### src/rtl/student_fir_mc_sched.sv
// student_fir_mc_sched: round-robin multi-channel sample scheduler in front of one FIR core
module student_fir_mc_sched #(
  parameter int NumCh          = 2,
  parameter int DataSize       = 16,
  parameter int DataSizeFirOut = 24,
  parameter int CntWidth       = 16,
  parameter int TimeoutCycles  = 4096
) (
  input  logic                            clk_i,
  input  logic                            rst_ni,
  input  logic [NumCh-1:0]                ch_valid_i,
  input  logic [NumCh*DataSize-1:0]       ch_sample_i,
  input  logic                            clear_i,
  output logic                            fir_valid_strobe_o,
  output logic [DataSize-1:0]             fir_sample_o,
  input  logic                            fir_valid_strobe_i,
  input  logic [DataSizeFirOut-1:0]       fir_y_i,
  output logic [NumCh*DataSizeFirOut-1:0] y_o,
  output logic [NumCh-1:0]                y_valid_o,
  output logic                            busy_o,
  output logic [NumCh-1:0]                overrun_o,
  output logic                            timeout_o,
  output logic [CntWidth-1:0]             latency_o,
  output logic [CntWidth-1:0]             max_latency_o
);
  localparam int PW = NumCh > 1 ? $clog2(NumCh) : 1;
  typedef enum logic [1:0] {IDLE, ISSUE, WAIT} state_e;
  state_e                          state_q, state_d;
  logic [NumCh*DataSize-1:0]       hold_q, hold_d;
  logic [NumCh-1:0]                pend_q, pend_d, ovr_q, ovr_d, yv_q, yv_d, issue_mask;
  logic [PW-1:0]                   rr_q, rr_d, sel_q, sel_d, nsel, sel_nxt, idx;
  logic [CntWidth-1:0]             lat_q, lat_d, latency_q, latency_d, max_q, max_d;
  logic [DataSize-1:0]             last_q, last_d;
  logic [NumCh*DataSizeFirOut-1:0] y_q, y_d;
  logic                            to_q, to_d;

  // the channel being issued this cycle may be re-strobed without counting as an overrun
  assign issue_mask = state_q == ISSUE ? NumCh'(1) << sel_q : '0;
  assign pend_d     = (pend_q & ~issue_mask) | ch_valid_i;
  assign sel_nxt    = sel_q == PW'(NumCh - 1) ? '0 : sel_q + 1'b1;

  // sample capture: the newest strobed sample overwrites the channel's hold register
  always_comb begin
    hold_d = hold_q;
    for (int c = 0; c < NumCh; c++)
      if (ch_valid_i[c]) hold_d[c*DataSize +: DataSize] = ch_sample_i[c*DataSize +: DataSize];
  end

  // round-robin pick: first pending channel at or above rr_q, wrapping around
  always_comb begin
    nsel = rr_q;
    idx  = '0;
    for (int i = NumCh - 1; i >= 0; i--) begin
      idx = PW'((int'(rr_q) + i) % NumCh);
      if (pend_q[idx]) nsel = idx;
    end
  end

  // dispatch FSM: issue, wait for the FIR answer or give up, route the result to its channel
  always_comb begin
    state_d   = state_q;
    sel_d     = sel_q;
    rr_d      = rr_q;
    lat_d     = lat_q;
    last_d    = last_q;
    y_d       = y_q;
    yv_d      = '0;
    latency_d = latency_q;
    max_d     = clear_i ? '0 : max_q;
    to_d      = to_q & ~clear_i;
    ovr_d     = (clear_i ? '0 : ovr_q) | (ch_valid_i & pend_q & ~issue_mask);
    case (state_q)
      IDLE: if (|pend_q) begin
        sel_d   = nsel;
        state_d = ISSUE;
      end
      ISSUE: begin
        last_d  = hold_q[sel_q*DataSize +: DataSize];
        lat_d   = CntWidth'(1);
        state_d = WAIT;
      end
      WAIT: if (fir_valid_strobe_i) begin
        y_d[sel_q*DataSizeFirOut +: DataSizeFirOut] = fir_y_i;
        yv_d[sel_q] = 1'b1;
        latency_d   = lat_q;
        max_d       = (clear_i || lat_q > max_q) ? lat_q : max_q;
        rr_d        = sel_nxt;
        state_d     = IDLE;
      end else if (lat_q == CntWidth'(TimeoutCycles)) begin
        to_d    = 1'b1;
        rr_d    = sel_nxt;
        state_d = IDLE;
      end else begin
        lat_d = &lat_q ? lat_q : lat_q + 1'b1;
      end
      default: state_d = IDLE;
    endcase
  end

  // state and datapath registers
  always_ff @(posedge clk_i or negedge rst_ni) begin
    if (!rst_ni) begin
      state_q   <= IDLE;
      hold_q    <= '0;
      pend_q    <= '0;
      ovr_q     <= '0;
      yv_q      <= '0;
      rr_q      <= '0;
      sel_q     <= '0;
      lat_q     <= '0;
      latency_q <= '0;
      max_q     <= '0;
      last_q    <= '0;
      y_q       <= '0;
      to_q      <= 1'b0;
    end else begin
      state_q   <= state_d;
      hold_q    <= hold_d;
      pend_q    <= pend_d;
      ovr_q     <= ovr_d;
      yv_q      <= yv_d;
      rr_q      <= rr_d;
      sel_q     <= sel_d;
      lat_q     <= lat_d;
      latency_q <= latency_d;
      max_q     <= max_d;
      last_q    <= last_d;
      y_q       <= y_d;
      to_q      <= to_d;
    end
  end

  assign fir_valid_strobe_o = state_q == ISSUE;
  assign fir_sample_o       = state_q == ISSUE ? hold_q[sel_q*DataSize +: DataSize] : last_q;
  assign y_o                = y_q;
  assign y_valid_o          = yv_q;
  assign busy_o             = state_q != IDLE;
  assign overrun_o          = ovr_q;
  assign timeout_o          = to_q;
  assign latency_o          = latency_q;
  assign max_latency_o      = max_q;
endmodule

### config.mk
export PLATFORM = sky130hd
export DESIGN_NAME = student_fir_mc_sched
export DESIGN_NICKNAME = d
export VERILOG_FILES = /design/src/rtl/student_fir_mc_sched.sv
export SDC_FILE = /design/constraint.sdc
export NUM_CORES = 1
export LEC_CHECK = 0
export ABC_AREA = 1
export BUFFER_PORTS_ARGS = -buffer_cell sky130_fd_sc_hd__clkbuf_2
export CAP_MARGIN = 20
export CORE_ASPECT_RATIO = 1.5
export CORE_MARGIN = 2
export CORE_UTILIZATION = 55
export CTS_CLUSTER_DIAMETER = 200
export DETAILED_ROUTE_END_ITERATION = 10
export GPL_TIMING_DRIVEN = 0
export PLACE_DENSITY = 0.9
export SLEW_MARGIN = 20
export SYNTH_ARGS = -nofsm -noshare
export SYNTH_HDL_FRONTEND = slang
export SYNTH_SLANG_ARGS = --single-unit
export TNS_END_PERCENT = 100
### constraint.sdc
create_clock -name clk_i -period 4 [get_ports clk_i]
set_clock_uncertainty 0.15 [all_clocks]
set_input_delay 0.2 -clock clk_i [delete_from_list [all_inputs] [get_ports clk_i]]
set_output_delay 0.2 -clock clk_i [all_outputs]
set_load 0.05 [all_outputs]
==> impl_metrics.toml, run 1 <==
[setup_path]
rrSetupSlack_ns = 1.69
worstPathMaxFanout = 10
slowest_delay_ns = 0.40
path_cells = "nor2_1 > inv_2 > buf_2 > nor2_2 > inv_2 > buf_2 > o221ai_1 > clkbuf_2"
rr_startpoint = "max_latency_o[5]"
critPathKind = "reg -> out"
required_ns = 3.65
critPathCaptureType = "output pin"
timing.critical_path.to = "fir_sample_o[8]"
reg2reg_depth = 13
arrival_ns = 2.32
startpoint = "state_q[1]"
r2r_end = "max_latency_o[15]"
cp-start-kind = "flop"
crit_slowest_cell = "dfrtp_1"

[floorplanning]
initial_core_util_pct = 56.21
core_area_um2 = 12510
die-area_um2 = 13730
ioPinCount = 165
rows = 50
die_w_um = 96.33
die_h_um = 142.5

[route]
detail_route.wl_per_cell_um = 16.73
routed_wl_um = 20340
first_pass_iters = 7
via_count = 6694
final_antenna_net_count = 0
drc_errors = 0
drtIter0Drc = 506
vias_per_cell = 5.505

[layout]
finalNonFillerCells = 1216
nFillCells = 779
area_growth_syn_to_layout_pct = 32.79
final_cell_mix = "258 x nand2_1, 162 x clkbuf_2, 155 x dfrtp_1"
regArea_um2 = 3879
fin_nets = 1127
layout-drive-gt1-share_pct = 22.26
multiInputGateArea_um2 = 2556
antennaDiodeCount = 0
mostFrequentLayoutCell = "nand2_1"

[yosys]
netlist_instances = 799
synth.cell_area_um2 = 7033
synth_largest_area_cell = "dfrtp_1"
syn_nets = 879
ys_warn_count = 0
ys_ff_latch = 155
synth_top_cells_by_area = "dfrtp_1 55%, nand2_1 14%, inv_1 5.1%"
synth_seq_area_share_pct = 55.15
yosysTopAreaCellShare_pct = 55.15
synth_cell_types = 33
syn_avg_cell_area_um2 = 8.802

[status]
status = "complete, no violations"

[cts]
clkSinkCount = 155
cts-root-buf = "clkbuf_16"
ctsResizeCount = 0
clk_pin_slew_ns = 0.06
tritoncts = "yes"
numCtsBuffers = 17
postCtsSetupBuffers = 0
clockBufferDepth = 2
clk_latency_ns = 0.42
cts_htree_levels = 4

[sta]
tightest_slew_ns = 0.5911
setup-violations-final = 0
final_max_slew_viol_count = 0
hold_violations = 0
rsz0062_at_grt = "no"
max_freq_ghz = 0.3746
timing.final.crit_period_ns = 2.669
fin_setup_tns_ns = 0
fin_crit_sh_pct = 66.74
slew_headroom_pct = 60.59

[global_route]
track_usage_pct = 31.41
grt_pass1_wl_um = 33110
busiest_layer = "met2"
met2_usage_pct = 56.07
grt_max_degree = 92
use_met1_pct = 34.14
overflow = 0
grt.met3_usage_pct = 5.508
grt_pass1_vias = 6956
antenna_found_initial = 0

[placed_design]
place_congestion = 0.9054
hpwl_um = 12670
dp_cells = 1119
portBuffers = 163

[power]
ir_drop_mv = 0.6405
p_sw_mw = 3.340
power_leakage_nw = 4.981
pwr-share-seq_pct = 31.6
swShare_pct = 48.40
internal_power_mw = 3.561
p_per_area_nw_per_um2 = 738.9
clockPowerShare_pct = 23.5
combPwrFrac_pct = 44.9

[job]
cap_violations = 0

[min_path]
hold_class = "in -> reg"
[synthesized netlist by cell type]
| master | instances |
|---|---|
| a21o_1 | 1 |
| a21oi_1 | 7 |
| a32o_1 | 2 |
| buf_1 | 2 |
| buf_2 | 8 |
| buf_6 | 9 |
| clkbuf_1 | 15 |
| dfrtp_1 | 155 |
| ha_1 | 18 |
| inv_1 | 95 |
| inv_2 | 8 |
| inv_4 | 1 |
| nand2_1 | 258 |
| nand2_2 | 3 |
| nand3_1 | 30 |
| nand3_4 | 1 |
| nand3b_1 | 1 |
| nand3b_4 | 1 |
| nand4_1 | 4 |
| nor2_1 | 27 |
| nor2_2 | 2 |
| nor2_4 | 4 |
| nor3_1 | 5 |
| nor3_2 | 3 |
| o211ai_1 | 1 |
| o21ai_0 | 69 |
| o21ai_1 | 22 |
| o21bai_1 | 2 |
| o221ai_1 | 16 |
| o31ai_1 | 16 |
| or2_1 | 2 |
| xnor2_1 | 2 |
| xor2_1 | 9 |
[flip-flops by register name, summed over array words and instances, names as in the netlist, 16 cells and up]
register and cells:
hold_q 32, last_q 16, max_latency_o 16, y_o 48, lat_q 16, latency_o 16
[power groups by stage]
| stage | clock network, mW | registers (mW) | logic [mW] |
|---|---|---|---|
| 3_3_place_gp | 0 | 2.17 | 2.91 |
| 5_1_grt | 1.71 | 2.22 | 3.30 |
| 6_report | 1.62 | 2.18 | 3.10 |
| 3_5_place_dp | 0 | 2.19 | 2.98 |
| 4_1_cts | 1.62 | 2.17 | 3.05 |
| 2_1_floorplan | 0 | 3.05 | 1.34 |
[metrics by stage]
stage          area [um^2]  setup slack, ns  power [mW]  util (%)  hold slack, ns
2_1_floorplan         7033            1.069       4.389         -         -0.2456
3_3_place_gp          8044          0.07831       5.078     64.29          0.2557
3_5_place_dp          8080            1.782       5.178     64.58         0.07059
4_1_cts               9339            1.361       6.847     74.64        0.003196
5_1_grt               9339            1.166       7.225     74.64        0.007132
6_report              9339            1.331       6.901     74.64         0.01365
[cell families after synthesis]
kind of cell,count (synthesis),share of synthesized area (%)
flops,155,55.15
fa+ha+maj,18,3.202
simple gates,341,20.39
buf+inv,138,8.504
xor+xnor,11,1.370
compound gates,136,11.39
[routing by layer]
| layer | share of wire [%] | up-vias |
|---|---|---|
| li1 | - | 3060 |
| met1 | 36 | 3202 |
| met2 | 54 | 353 |
| met3 | 6.1 | 79 |
| met4 | 4.3 | 0 |
| met5 | 0 | - |
[area by class of cell]
class / count / area share (%)
flip-flops and latches: 155 / 41.53
multi-input cells: 506 / 27.37
inverters: 104 / 4.207
clock buffers: 17 / 4.555
well taps: 156 / 2.090
plain buffers: 34 / 2.197
repair buffers: 229 / 16.09
clock inverters: 15 / 1.956
[worst min-delay path by stage]
stage                    to  cells past startpoint            start
6_report       overrun_o[1]                      2    ch_valid_i[1]
5_1_grt        overrun_o[1]                      2    ch_valid_i[1]
4_1_cts        overrun_o[1]                      2    ch_valid_i[1]
3_5_place_dp         y_o[4]                      1           rst_ni
3_3_place_gp     hold_q[30]                      3  ch_sample_i[30]
2_1_floorplan     hold_q[0]                      0           rst_ni
[critical path: cells and delay by family, from the launching register on]
family | cells | cell delay (ns)
AND/OR/NAND/NOR | 2 | 0.34
flip-flops | 1 | 0.40
AO/OA/AOI/OAI | 1 | 0.26
buffers and inverters | 5 | 0.89
[what timing repair did]
item,4_1_cts,5_1_grt
endpoints found under the hold margin,146,0
setup endpoints to repair,0,0
hold buffers,65,0
Note: power is estimated with default switching activity, not from simulation.
==> inputs of run 2 (changes only) <==
ABC_AREA = 0   (was 1)
CORE_UTILIZATION = 53   (was 55)
PLACE_DENSITY = 0.88   (was 0.9)
clock period = 2.7 ns   (was 4 ns; I/O delays follow)
==> run 2 against run 1 <==
Against the previous run: clock power up 48%; non-clock buffer count down 10; critical path type is now reg -> reg; via count down 19%; critical path depth down 2; register-to-register slack worse by 1.7 ns; synthesized area down 4.6%.
==> impl_metrics.toml, run 2 <==
[route]
vias_per_cell = 5.637
drtIter0Drc = 264
routed_wl_um = 18130
via_count = 5434
final_antenna_net_count = 0
first_pass_iters = 4
drc_errors = 0
detail_route.wl_per_cell_um = 18.81

[floorplanning]
initial_core_util_pct = 53.89
die_h_um = 141.8
core_area_um2 = 12450
rows = 50
die_w_um = 95.87
die-area_um2 = 13590
ioPinCount = 165

[power]
total_power_mw = 10.46
power_leakage_nw = 4.387
ir_drop_mv = 0.8900
p_per_area_nw_per_um2 = 1168

[yosys]
ys.flop_type = "dfrtp_1"
synth.cell_area_um2 = 6709
syn_nets = 632
ys_ff_latch = 155
async_flop_share_pct = 100.0
synth_top_cells_by_area = "dfrtp_1 58%, mux2_2 13%, nand2_1 4.6%"
synth_edf_count = 0
synth_cell_types = 52
synth_seq_area_share_pct = 57.81
post-synth-top-count-cell = "dfrtp_1"
synth_largest_area_cell = "dfrtp_1"
ys_warn_count = 0
netlist_instances = 552
yosysTopAreaCellShare_pct = 57.81
syn_avg_cell_area_um2 = 12.15
synth_commonest_cells = "155 x dfrtp_1, 83 x nand2_1, 80 x mux2_2"

[status]
status = "complete, no violations"

[sta]
slew_headroom_pct = 57.13
max_freq_ghz = 0.3715
timing.final.crit_period_ns = 2.692
fin_crit_sh_pct = 99.70
tightest_slew_ns = 0.6430
fin_setup_tns_ns = 0
hold_violations = 0
setup-violations-final = 0
final_max_slew_viol_count = 0
whs_ns = 0.05734

[global_route]
antenna_found_initial = 0
overflow = 0
grt_pass1_wl_um = 28800
track_usage_pct = 27.64
grt_pass1_vias = 6065
grt_max_degree = 94

[placed_design]
postPlaceCellArea_um2 = 7751
portBuffers = 162
hpwl_um = 12360
place_congestion = 0.8553
dp_cells = 871

[layout]
final_cell_mix = "165 x clkbuf_2, 154 x dfrtp_1, 83 x nand2_1"
mostFrequentLayoutCell = "clkbuf_2"
fin_nets = 873
largest_reg_flops = 48
layout-drive-gt1-share_pct = 38.71
stdcell_area_um2 = 8955
finalNonFillerCells = 964
area_growth_syn_to_layout_pct = 33.48

[job]
cap_violations = 0

[cts]
clk_pin_slew_ns = 0.06
clkSinkCount = 155
clockBufferDepth = 2
cts-root-buf = "clkbuf_16"
cts_htree_levels = 4
numCtsBuffers = 17
postCtsSetupBuffers = 0
tritoncts = "yes"
clk_latency_ns = 0.41

[setup_path]
cp-start-kind = "flop"
required_ns = 2.84
critPathCaptureType = "flop"
critPathKind = "reg -> reg"
worstPathMaxFanout = 10
arrival_ns = 2.83

[min_path]
hold_class = "in -> reg"
==> run 2: final timing paths <==
check / startpoint / endpoint / slack [ns] / cells after the start
min in group asynchronous: rst_ni / y_o[8] / 0.12 / 2
min reg2reg: pend_q[0] / sel_q / 0.32 / 1
max in group asynchronous: rst_ni / last_q[9] / 1.45 / 3
min: fir_valid_strobe_i / rr_q / 0.06 / 4
max reg2reg: lat_q[8] / max_latency_o[7] / 0.008 / 6
max: lat_q[8] / max_latency_o[7] / 0.008 / 6
==> run 2: what timing repair did <==
action / in CTS / in global routing
endpoints found under the hold margin: 145 / 0
hold buffers: 59 / 0
gates resized for setup: 1 / 3
pin swaps: 0 / 1
setup endpoints to repair: 3 / 13
==> run 2: cells by family after synthesis <==
logic type,synth area share (%)
flops,57.81
mux,16.26
buf+inv,3.823
compound gates,8.840
simple gates,9.903
fa+ha+maj,3.357
==> run 2: power by group <==
part / leakage (nW) / switching, mW / internal, mW
registers: 1.94 / 0.365 / 2.97
logic: 2.16 / 3.49 / 1.24
clock network: 0.282 / 0.987 / 1.41
==> run 2: layout make-up <==
| type | count | area (um^2) |
|---|---|---|
| clock inverters | 14 | 158.9 |
| well taps | 156 | 195.2 |
| plain buffers | 31 | 165.2 |
| fillers | 843 | 3495 |
| repair buffers | 222 | 1438 |
| multi-input cells | 341 | 2580 |
| flip-flops and latches | 155 | 3880 |
| clock buffers | 18 | 439.2 |
| diodes | 2 | 5.005 |
| inverters | 25 | 93.84 |
==> run 2: critical path, cell delays in order (launching register included) <==
cell	delay (ns)
dfrtp_1	0.50
ha_1	0.33
nand4_1	0.25
a2111o_1	0.50
a311o_4	0.48
buf_6	0.16
a22o_1	0.20
==> run 2: layer usage <==
metal  GRT usage [%]  up-vias  share of wire, %
met5               0        -                 0
met4           14.89        0               5.0
met3           6.054       72               4.2
met2           51.20      214                57
met1           27.84     2721                34
li1                -     2427                 -
==> run 2: stage by stage <==
stage | utilization [%] | setup slack, ns
after floorplan | - | 0.07181
after global placement | 61.97 | -1.036
after detailed placement | 62.26 | 0.1136
after CTS | 71.82 | 0.06274
after global routing | 71.89 | -0.01366
final | 71.93 | 0.008092
==> inputs of run 3 (changes only) <==
ABC_AREA = 1   (was 0)
CORE_UTILIZATION = 54   (was 53)
PLACE_DENSITY = 0.89   (was 0.88)
==> run 3 against run 2 <==
Against the previous run: cell count rose by 27%; register-to-register slack improved by 0.39 ns; critical path depth rose by 2; critical path type is now reg -> out; largest cell class unchanged.
==> impl_metrics.toml, run 3 (synthesis gave the netlist of run 1 again) <==
[status]
status = "complete, no violations"

[setup_path]
rrSetupSlack_ns = 0.40
timing.critical_path.to = "fir_sample_o[13]"
slowest_delay_ns = 0.40
cp_num_buf_inv = 5
required_ns = 2.41
path_cells = "nor2_1 > inv_2 > buf_2 > nor2_2 > inv_2 > buf_2 > o221ai_1 > buf_4"
arrival_ns = 2.27
reg2reg_depth = 10
worstPathMaxFanout = 10
r2r_end = "max_latency_o[13]"
critPathCaptureType = "output pin"
startpoint = "state_q[1]"
crit_cells = 8
critPathKind = "reg -> out"
crit_family = "buffers and inverters"
cp-start-kind = "flop"
rr_startpoint = "lat_q[11]"
crit_slowest_cell = "dfrtp_1"

[cts]
tritoncts = "yes"
clkSinkCount = 155
cts_htree_levels = 4
clk_latency_ns = 0.42
numCtsBuffers = 17
postCtsSetupBuffers = 0
clk_pin_slew_ns = 0.07
cts-root-buf = "clkbuf_16"
clockBufferDepth = 2

[layout]
stdcell_area_um2 = 9333
layout-drive-gt1-share_pct = 22.24
nFillCells = 813
finalNonFillerCells = 1220
area_growth_syn_to_layout_pct = 32.70
antennaDiodeCount = 0
largest_reg_flops = 48
regArea_um2 = 3879
fin_nets = 1128
final_util_pct = 72.76
final_cell_mix = "258 x nand2_1, 156 x clkbuf_2, 155 x dfrtp_1"
multiInputGateArea_um2 = 2556
mostFrequentLayoutCell = "nand2_1"

[sta]
hold_violations = 0
tightest_slew_ns = 0.5654
slew_headroom_pct = 62.31
timing.final.crit_period_ns = 2.558
fin_crit_sh_pct = 94.75
max_freq_ghz = 0.3909
final_max_slew_viol_count = 0
setup-violations-final = 0
whs_ns = 0.1418
rsz0062_at_grt = "no"

[placed_design]
portBuffers = 163
place_congestion = 0.8634
hpwl_um = 12630
postPlaceCellArea_um2 = 8084
dp_cells = 1122

[global_route]
grt_pass1_vias = 6872
antenna_found_initial = 0
grt_pass1_wl_um = 33090
overflow = 0
grt_max_degree = 96
track_usage_pct = 29.71

[power]
ir_drop_mv = 0.8451
p_per_area_nw_per_um2 = 1090
swShare_pct = 48.19
internal_power_mw = 5.270
clockPowerShare_pct = 23.1
p_sw_mw = 4.902
combPwrFrac_pct = 45.0
power_leakage_nw = 4.986
pwr-share-seq_pct = 31.9

[route]
final_antenna_net_count = 0
via_count = 6627
drc_errors = 0
routed_wl_um = 20070
detail_route.wl_per_cell_um = 16.45
vias_per_cell = 5.432
drtIter0Drc = 516
first_pass_iters = 5

[floorplanning]
initial_core_util_pct = 54.83
die-area_um2 = 13970
die_w_um = 97.18
rows = 51
die_h_um = 143.8
ioPinCount = 165
core_area_um2 = 12830

[job]
cap_violations = 0

[min_path]
hold_class = "in -> async"
run 3: cell types whose count changed in the layout (fill, tap and decap cells not counted), moves of 11 or more:
cell      previous run  this run
o221ai_1             0        16
nor2_1              10        27
o31ai_1              5        16
mux2_2              80         0
nand2_1             83       258
mux2i_1             19         0
nand3_1              6        30
o21ai_1              1        22
inv_1               25        95
o21ai_0             28        69
run 3: cell type report:
| type | instances | share of cell area [%] |
|---|---|---|
| sequential | 155 | 41.56 |
| multi-input combinational | 506 | 27.39 |
| timing repair buffer | 230 | 16.26 |
| clock buffer | 17 | 4.558 |
| inverter | 104 | 4.210 |
| buffer | 34 | 2.199 |
| tap | 159 | 2.132 |
| clock inverter | 15 | 1.689 |
run 3: worst register-to-register path: cells and delay by family (launching register included):
kind	cells	cell delay [ns]
adders and majority gates	1	0.37
DFF	1	0.49
buffers and inverters	1	0.24
and+or+nand+nor	8	0.99
run 3: timing repair:
| item | CTS | global route |
|---|---|---|
| hold buffers | 66 | 0 |
| hold endpoints to repair | 144 | 0 |
| gates resized for setup | 0 | 9 |
| setup endpoints to repair | 0 | 6 |
run 3: how the worst min path moves through the flow:
stage	startpoint	to	slack, ns	cells after the start
after floorplan	rst_ni	hold_q[0]	-0.31	0
after global placement	ch_sample_i[21]	hold_q[21]	0.19	3
after detailed placement	rst_ni	hold_q[31]	-0.007	1
after CTS	rst_ni	hold_q[31]	0.11	2
after global routing	rst_ni	last_q[15]	0.16	2
final	rst_ni	last_q[15]	0.14	2
run 3: power by group through the flow:
stage               sequential [mW]  combinational (mW)  clock, mW
floorplan                      4.52                1.98          0
global placement               3.21                4.31          0
detailed placement             3.24                4.41          0
CTS                            3.20                4.51       2.37
global route                   3.30                4.85       2.48
finish                         3.24                4.58       2.35
run 3: routing by layer:
metal | vias to the layer above | track usage [%] | share of wire (%)
met3 | 71 | 5.788 | 5.5
li1 | 3060 | - | -
met4 | 0 | 15.12 | 3.6
met1 | 3188 | 30.66 | 36
met2 | 308 | 56.76 | 55
met5 | - | 0 | 0
run 3: through the flow:
stage          setup TNS [ns]  worst slack (ns)  total power [mW]
6_report                    0            0.1418             10.17
5_1_grt                     0          0.004597             10.63
4_1_cts                     0            0.1261             10.08
3_5_place_dp                0            0.4666             7.642
3_3_place_gp          -183.15            -1.198             7.526
2_1_floorplan          -4.145           -0.2306             6.502
